$ cat src/rtl/alu_pkg.sv
`default_nettype none
// ============================================================================
//  Module      : alu_pkg
//  Description : Shared constants for the ALU-operation decode stage:
//                ALU operation codes, RV32I major opcodes and funct7 values.
//  Revision    : 1.0  initial release
// ============================================================================
package alu_pkg;

  localparam int ALU_OP_WIDTH = 6;

  // ALU operation codes consumed by the datapath ALU
  localparam logic [ALU_OP_WIDTH-1:0] ALU_ADD  = 6'd0;
  localparam logic [ALU_OP_WIDTH-1:0] ALU_JUMP = 6'd1;
  localparam logic [ALU_OP_WIDTH-1:0] ALU_BEQ  = 6'd2;
  localparam logic [ALU_OP_WIDTH-1:0] ALU_BNE  = 6'd3;
  localparam logic [ALU_OP_WIDTH-1:0] ALU_SLT  = 6'd4;
  localparam logic [ALU_OP_WIDTH-1:0] ALU_BGE  = 6'd5;
  localparam logic [ALU_OP_WIDTH-1:0] ALU_SLTU = 6'd6;
  localparam logic [ALU_OP_WIDTH-1:0] ALU_BGEU = 6'd7;
  localparam logic [ALU_OP_WIDTH-1:0] ALU_XOR  = 6'd8;
  localparam logic [ALU_OP_WIDTH-1:0] ALU_OR   = 6'd9;
  localparam logic [ALU_OP_WIDTH-1:0] ALU_AND  = 6'd10;
  localparam logic [ALU_OP_WIDTH-1:0] ALU_SLL  = 6'd11;
  localparam logic [ALU_OP_WIDTH-1:0] ALU_SRL  = 6'd12;
  localparam logic [ALU_OP_WIDTH-1:0] ALU_SRA  = 6'd13;
  localparam logic [ALU_OP_WIDTH-1:0] ALU_SUB  = 6'd14;

  // RV32I major opcodes
  localparam logic [6:0] OPC_OP     = 7'b0110011;
  localparam logic [6:0] OPC_OP_IMM = 7'b0010011;
  localparam logic [6:0] OPC_LOAD   = 7'b0000011;
  localparam logic [6:0] OPC_STORE  = 7'b0100011;
  localparam logic [6:0] OPC_BRANCH = 7'b1100011;
  localparam logic [6:0] OPC_LUI    = 7'b0110111;
  localparam logic [6:0] OPC_AUIPC  = 7'b0010111;
  localparam logic [6:0] OPC_JAL    = 7'b1101111;
  localparam logic [6:0] OPC_JALR   = 7'b1100111;

  // funct7 values
  localparam logic [6:0] F7_BASE = 7'b0000000;
  localparam logic [6:0] F7_ALT  = 7'b0100000;

endpackage : alu_pkg
`default_nettype wire

$ cat src/rtl/alu_op_decode_comb.sv
`default_nettype none
// ============================================================================
//  Module      : alu_op_decode_comb
//  Description : Purely combinational RV32I instruction -> ALU control
//                bundle classifier.
//  Ports       : i_instr     RV32I instruction word
//                o_alu_op    ALU operation code
//                o_op_a_pc   operand A is the PC
//                o_op_b_imm  operand B is the immediate
//                o_is_branch conditional branch
//                o_illegal   unsupported encoding (all other fields forced 0)
//  Revision    : 1.0  initial release
// ============================================================================
module alu_op_decode_comb
  import alu_pkg::*;
#(
  parameter int ALU_OP_WIDTH = alu_pkg::ALU_OP_WIDTH
) (
  input  logic [31:0]             i_instr,
  output logic [ALU_OP_WIDTH-1:0] o_alu_op,
  output logic                    o_op_a_pc,
  output logic                    o_op_b_imm,
  output logic                    o_is_branch,
  output logic                    o_illegal
);

  logic [6:0] w_opcode;
  logic [2:0] w_funct3;
  logic [6:0] w_funct7;
  logic       w_f7_base;
  logic       w_f7_alt;

  logic [alu_pkg::ALU_OP_WIDTH-1:0] w_op;
  logic w_a_pc;
  logic w_b_imm;
  logic w_branch;
  logic w_ill;

  // Register indices and immediate bits play no part in classification
  logic w_unused_fields;
  assign w_unused_fields = ^{i_instr[24:15], i_instr[11:7]};

  assign w_opcode  = i_instr[6:0];
  assign w_funct3  = i_instr[14:12];
  assign w_funct7  = i_instr[31:25];
  assign w_f7_base = (w_funct7 == F7_BASE);
  assign w_f7_alt  = (w_funct7 == F7_ALT);

  always_comb begin
    w_op     = ALU_ADD;
    w_a_pc   = 1'b0;
    w_b_imm  = 1'b0;
    w_branch = 1'b0;
    w_ill    = 1'b0;

    case (w_opcode)
      OPC_OP: begin
        case (w_funct3)
          3'b000: begin
            // funct7=0100000 turns ADD into SUB
            if (w_f7_alt)       w_op = ALU_SUB;
            else if (w_f7_base) w_op = ALU_ADD;
            else                w_ill = 1'b1;
          end
          3'b101: begin
            if (w_f7_alt)       w_op = ALU_SRA;
            else if (w_f7_base) w_op = ALU_SRL;
            else                w_ill = 1'b1;
          end
          default: begin
            // Remaining R-type ops accept only the base funct7
            w_ill = !w_f7_base;
            case (w_funct3)
              3'b001:  w_op = ALU_SLL;
              3'b010:  w_op = ALU_SLT;
              3'b011:  w_op = ALU_SLTU;
              3'b100:  w_op = ALU_XOR;
              3'b110:  w_op = ALU_OR;
              default: w_op = ALU_AND;
            endcase
          end
        endcase
      end

      OPC_OP_IMM: begin
        w_b_imm = 1'b1;
        case (w_funct3)
          3'b000: w_op = ALU_ADD;   // upper bits are immediate: never SUB
          3'b001: begin
            w_op  = ALU_SLL;
            w_ill = !w_f7_base;
          end
          3'b010: w_op = ALU_SLT;
          3'b011: w_op = ALU_SLTU;
          3'b100: w_op = ALU_XOR;
          3'b101: begin
            if (w_f7_alt)       w_op = ALU_SRA;
            else if (w_f7_base) w_op = ALU_SRL;
            else                w_ill = 1'b1;
          end
          3'b110: w_op = ALU_OR;
          default: w_op = ALU_AND;
        endcase
      end

      OPC_LOAD, OPC_STORE, OPC_LUI: begin
        w_b_imm = 1'b1;
      end

      OPC_AUIPC: begin
        w_a_pc  = 1'b1;
        w_b_imm = 1'b1;
      end

      OPC_JAL, OPC_JALR: begin
        w_op    = ALU_JUMP;
        w_a_pc  = 1'b1;
        w_b_imm = 1'b1;
      end

      OPC_BRANCH: begin
        w_branch = 1'b1;
        case (w_funct3)
          3'b000:  w_op = ALU_BEQ;
          3'b001:  w_op = ALU_BNE;
          3'b100:  w_op = ALU_SLT;
          3'b101:  w_op = ALU_BGE;
          3'b110:  w_op = ALU_SLTU;
          3'b111:  w_op = ALU_BGEU;
          default: w_ill = 1'b1;
        endcase
      end

      default: w_ill = 1'b1;
    endcase

    // An illegal word carries no meaningful controls downstream
    if (w_ill) begin
      w_op     = ALU_ADD;
      w_a_pc   = 1'b0;
      w_b_imm  = 1'b0;
      w_branch = 1'b0;
    end
  end

  assign o_alu_op    = ALU_OP_WIDTH'(w_op);
  assign o_op_a_pc   = w_a_pc;
  assign o_op_b_imm  = w_b_imm;
  assign o_is_branch = w_branch;
  assign o_illegal   = w_ill;

endmodule : alu_op_decode_comb
`default_nettype wire

$ cat src/rtl/alu_op_decode_stage.sv
`default_nettype none
// ============================================================================
//  Module      : alu_op_decode_stage
//  Description : Registered decode stage producing the ALU operation code and
//                operand-select controls. valid/ready on both sides, one
//                cycle latency, full throughput.
//  Ports       : clock, reset (async active-low), flush (sync kill)
//                in_valid/in_ready/in_instruction/in_pc   - from fetch
//                out_valid/out_ready                      - to execute
//                ALU_operation, op_a_pc, op_b_imm, is_branch, illegal, out_pc
//  Macro       : ALU_DECODE_SKID_EN - when defined, a 2-entry skid buffer with
//                a registered in_ready (no combinational out_ready->in_ready
//                path). Undefined: single register, combinational in_ready.
//  Revision    : 1.0  initial release
// ============================================================================
module alu_op_decode_stage
  import alu_pkg::*;
#(
  parameter int DATA_WIDTH   = 32,
  parameter int ALU_OP_WIDTH = alu_pkg::ALU_OP_WIDTH
) (
  input  logic                    clock,
  input  logic                    reset,
  input  logic                    flush,
  input  logic                    in_valid,
  output logic                    in_ready,
  input  logic [DATA_WIDTH-1:0]   in_instruction,
  input  logic [DATA_WIDTH-1:0]   in_pc,
  output logic                    out_valid,
  input  logic                    out_ready,
  output logic [ALU_OP_WIDTH-1:0] ALU_operation,
  output logic                    op_a_pc,
  output logic                    op_b_imm,
  output logic                    is_branch,
  output logic                    illegal,
  output logic [DATA_WIDTH-1:0]   out_pc
);

  localparam int BUNDLE_W = ALU_OP_WIDTH + 4 + DATA_WIDTH;

  logic [ALU_OP_WIDTH-1:0] w_dec_op;
  logic                    w_dec_a_pc;
  logic                    w_dec_b_imm;
  logic                    w_dec_branch;
  logic                    w_dec_illegal;
  logic [BUNDLE_W-1:0]     w_dec_bundle;

  logic                    r_main_valid;
  logic [BUNDLE_W-1:0]     r_main;

  generate
    if (DATA_WIDTH > 32) begin : g_wide_instr
      logic w_unused_hi;
      assign w_unused_hi = ^in_instruction[DATA_WIDTH-1:32];
    end
  endgenerate

  alu_op_decode_comb #(
    .ALU_OP_WIDTH (ALU_OP_WIDTH)
  ) u_decode (
    .i_instr     (in_instruction[31:0]),
    .o_alu_op    (w_dec_op),
    .o_op_a_pc   (w_dec_a_pc),
    .o_op_b_imm  (w_dec_b_imm),
    .o_is_branch (w_dec_branch),
    .o_illegal   (w_dec_illegal)
  );

  assign w_dec_bundle = {w_dec_op, w_dec_a_pc, w_dec_b_imm, w_dec_branch,
                         w_dec_illegal, in_pc};

`ifdef ALU_DECODE_SKID_EN

  logic                r_skid_valid;
  logic [BUNDLE_W-1:0] r_skid;
  logic                r_in_ready;

  logic                w_accept;
  logic                w_xfer;
  logic                w_main_valid_n;
  logic [BUNDLE_W-1:0] w_main_n;
  logic                w_skid_valid_n;
  logic [BUNDLE_W-1:0] w_skid_n;

  assign w_accept = in_valid && r_in_ready && !flush;
  assign w_xfer   = r_main_valid && out_ready;

  always_comb begin
    w_main_valid_n = r_main_valid;
    w_main_n       = r_main;
    w_skid_valid_n = r_skid_valid;
    w_skid_n       = r_skid;

    if (flush) begin
      w_main_valid_n = 1'b0;
      w_skid_valid_n = 1'b0;
    end else if (r_skid_valid) begin
      // in_ready is low here, so only draining is possible: the skid
      // entry moves up into main once the older main entry leaves
      if (w_xfer) begin
        w_main_n       = r_skid;
        w_skid_valid_n = 1'b0;
      end
    end else if (!r_main_valid || w_xfer) begin
      w_main_valid_n = w_accept;
      if (w_accept) w_main_n = w_dec_bundle;
    end else if (w_accept) begin
      // Main is stalled: park the word accepted this cycle
      w_skid_valid_n = 1'b1;
      w_skid_n       = w_dec_bundle;
    end
  end

  always_ff @(posedge clock or negedge reset) begin
    if (!reset) begin
      r_main_valid <= 1'b0;
      r_main       <= '0;
      r_skid_valid <= 1'b0;
      r_skid       <= '0;
      r_in_ready   <= 1'b1;
    end else begin
      r_main_valid <= w_main_valid_n;
      r_main       <= w_main_n;
      r_skid_valid <= w_skid_valid_n;
      r_skid       <= w_skid_n;
      r_in_ready   <= !w_skid_valid_n;
    end
  end

  assign in_ready = r_in_ready;

`else

  logic w_accept;

  assign in_ready = !r_main_valid || out_ready;
  assign w_accept = in_valid && in_ready && !flush;

  always_ff @(posedge clock or negedge reset) begin
    if (!reset) begin
      r_main_valid <= 1'b0;
      r_main       <= '0;
    end else if (flush) begin
      r_main_valid <= 1'b0;
    end else if (w_accept) begin
      r_main_valid <= 1'b1;
      r_main       <= w_dec_bundle;
    end else if (out_ready) begin
      r_main_valid <= 1'b0;
    end
  end

`endif

  assign out_valid = r_main_valid;
  assign {ALU_operation, op_a_pc, op_b_imm, is_branch, illegal, out_pc} = r_main;

endmodule : alu_op_decode_stage
`default_nettype wire

$ cat config.mk
export PLATFORM = sky130hd
export DESIGN_NAME = alu_op_decode_stage
export DESIGN_NICKNAME = d
export VERILOG_FILES = /design/src/rtl/alu_pkg.sv /design/src/rtl/alu_op_decode_comb.sv /design/src/rtl/alu_op_decode_stage.sv
export SDC_FILE = /design/constraint.sdc
export NUM_CORES = 1
export LEC_CHECK = 0
export ABC_AREA = 1
export BUFFER_PORTS_ARGS = -buffer_cell sky130_fd_sc_hd__buf_2
export CORE_ASPECT_RATIO = 1.75
export CORE_MARGIN = 2
export CORE_UTILIZATION = 28
export CTS_CLUSTER_DIAMETER = 200
export CTS_CLUSTER_SIZE = 20
export DETAILED_ROUTE_END_ITERATION = 8
export REMOVE_ABC_BUFFERS = 1
export SYNTH_ARGS = -nofsm -noshare
export SYNTH_HDL_FRONTEND = slang
export SYNTH_SLANG_ARGS = --single-unit
$ cat constraint.sdc
create_clock -name clock -period 3.3 [get_ports clock]
set_input_delay 0.165 -clock clock [delete_from_list [all_inputs] [get_ports clock]]
set_output_delay 0.165 -clock clock [all_outputs]
set_load 0.005 [all_outputs]
==> results.cfg <==
[floorplan]
die_area_mm2 = 0.00792
rows = 40
die_w_um = 68.1
core_area_mm2 = 0.00691
pin_count = 113
fp.dieH_um = 116
initial_core_util = 0.292

[grt]
antenna_found_initial = 0
grt_pass1_vias = 1784
globalRouteOverflowTotal = 0
grt_pass1_wl_mm = 7.65
grt_use_total = 0.126
grt_max_degree = 43

[cells_and_area]
final_common_cell = nand2_1
drive_above_1_share = 0.315
nNetsFinal = 443
postLayoutCellArea_mm2 = 0.00273
area_growth_pct = 35.5
num_antenna_cells = 0
fill_cells = 759
layout_common_cells = nand2_1, buf_2, dfrtp_1, nor2_1, inv_1

[critical_path]
critPathTopFamily = buffers and inverters
r2r_cells = 7
crit_chain = inv_1 -> nor2_1 -> nor3_4 -> inv_2 -> a21oi_1 -> nand2_1 -> nand2_1
crit_path_start_kind = register
path_max_fanout = 42
cp_num_buf_inv = 2
crit_arrival_ns = 1.63
cpMostUsedCell = nand2_1
crit_path_top_delay_cell = inv_2
required_ns = 3.47
slowest_delay_ns = 0.50
path_depth = 7
critical_path_class = register to register
cp-end-kind = register

[detailed_routing]
wl_per_cell_um = 10.4
routed_wirelength_mm = 4.78
avgViaCountPerCell = 4.21
drtIter0Drc = 76
drc = 0
vias = 1932
postRouteAntennaNets = 0
drtPass1Iterations = 4

[clock_network]
post-cts-setup-buffer-count = 0
cts_made_buffers = 5
clk_pin_slew_ns = 0.06
cts_max_path_buffers = 2
cts-root-buf = clkbuf_16
cts_hold_buf = 0
cts-resized-gates = 0
insertion_delay_ns = 0.28
cts.sinks = 41
tritoncts = built
cts.htree.levels = 2

[place]
place_area_mm2 = 0.00255
dp_hpwl_mm = 3.65
port_buffers = 95
gp_congestion = 0.750

[synth]
synth_area_per_cell_um2 = 7.17
yosys_warnings = 0
synth.top_cell.area_share = 0.509
ys_ff_latch = 41
synth_top_cell_by_area = dfrtp_1
ys_seq_area_frac = 0.509
synth_top_cells_by_area = dfrtp_1, nand2_1, nor2_1, inv_1, nand3_1
syn-cell-area_mm2 = 0.00201
syn_inst = 281
synth.distinct_cells = 23

[pwr]
p_per_area_mw_per_mm2 = 501
power.leakage_nw = 1.65
vdd_drop_max_mv = 0.169

[timing]
worst_slew_pin_slew_ns = 0.893
slew_violations = 0
period_minus_slack_ns = 1.46
holdWs_ns = 0.0136
rsz0062_at_grt = no
clock.fmax_mhz = 683
final-hold-violation-count = 0
relSlewSlack = 0.405
finalCritPeriodShare = 0.444
skew_ns = 0.00576
final-setup-viol-count = 0
tns_ns = 0

[worst_hold_path]
hold_class = input pin to asynchronous set/reset pin

[flow_run]
cap_viol_max_count = 0

[outcome]
status = completed
[final cells by class]
type	instances	area, µm²	share of cell area
clock inverter	2	37.5	0.0138
clock buffer	6	139	0.0509
sequential	41	1030	0.376
timing repair buffer	96	483	0.177
multi-input combinational	208	856	0.314
tap	84	105	0.0385
inverter	22	82.6	0.0303
[where the power goes]
group | internal, mW | switching, mW
Clock | 0.377 | 0.181
Sequential | 0.564 | 0.0286
Combinational | 0.0983 | 0.120
Total | 1.04 | 0.329
[path summary, 6_finish.rpt]
path	slack, ns	end	from
max in group asynchronous	2.72	out_valid	reset
hold reg to reg	0.46	r_main[15]	r_main[15]
setup / recovery	1.84	r_main[34]	out_valid
hold / removal	0.01	r_main[4]	reset
setup reg to reg	1.84	r_main[34]	out_valid
min in group clock	0.08	r_main[1]	in_pc[1]
[cell usage after synthesis]
| cell type | n |
|---|---|
| nand2_1 | 154 |
| dfrtp_1 | 41 |
| nor2_1 | 22 |
| inv_1 | 17 |
| nand3_1 | 9 |
| a21oi_1 | 5 |
| clkbuf_1 | 5 |
| inv_2 | 5 |
| nand2_2 | 4 |
| buf_2 | 3 |
| o21ai_0 | 3 |
| buf_4 | 2 |
| buf_6 | 1 |
| conb_1 | 1 |
| nand3_2 | 1 |
| nand3b_1 | 1 |
| nor2_2 | 1 |
| nor2_4 | 1 |
| nor3_1 | 1 |
| nor3_2 | 1 |
| o21a_1 | 1 |
| o21ai_1 | 1 |
| o21ai_2 | 1 |
[metal layers]
layer	GRT usage	vias to the layer above	wire length [µm]
met5	0	-	0
met3	0.0222	4	241
met4	0.0600	0	61
met2	0.242	57	2670
met1	0.124	848	1810
li1	-	1023	-
[state kept, by name, indices dropped and copies added (netlist names)]
register and cells:
r_main 40, out_valid 1
[through the flow]
| stage | setup slack [ns] | cells | total power [mW] | utilization |
|---|---|---|---|---|
| 3_3_place_gp | 1.81 | 451 | 0.819 | 0.370 |
| 5_1_grt | 1.63 | 459 | 1.46 | 0.395 |
| 3_5_place_dp | 1.81 | 451 | 0.826 | 0.370 |
| 2_1_floorplan | 0.753 | 271 | 0.695 | - |
| 6_report | 1.84 | 459 | 1.37 | 0.395 |
| 4_1_cts | 1.80 | 459 | 1.40 | 0.395 |
[cells by family (layout without fill, tap and decap cells)]
| kind of cell | after synthesis | after routing | synth area share |
|---|---|---|---|
| buf+inv | 33 | 126 | 0.0708 |
| simple gates | 195 | 195 | 0.388 |
| flops | 41 | 41 | 0.509 |
| compound gates | 11 | 11 | 0.0304 |
| other cells | 1 | 2 | 0.00186 |
Note: power is estimated with default switching activity, not from simulation.
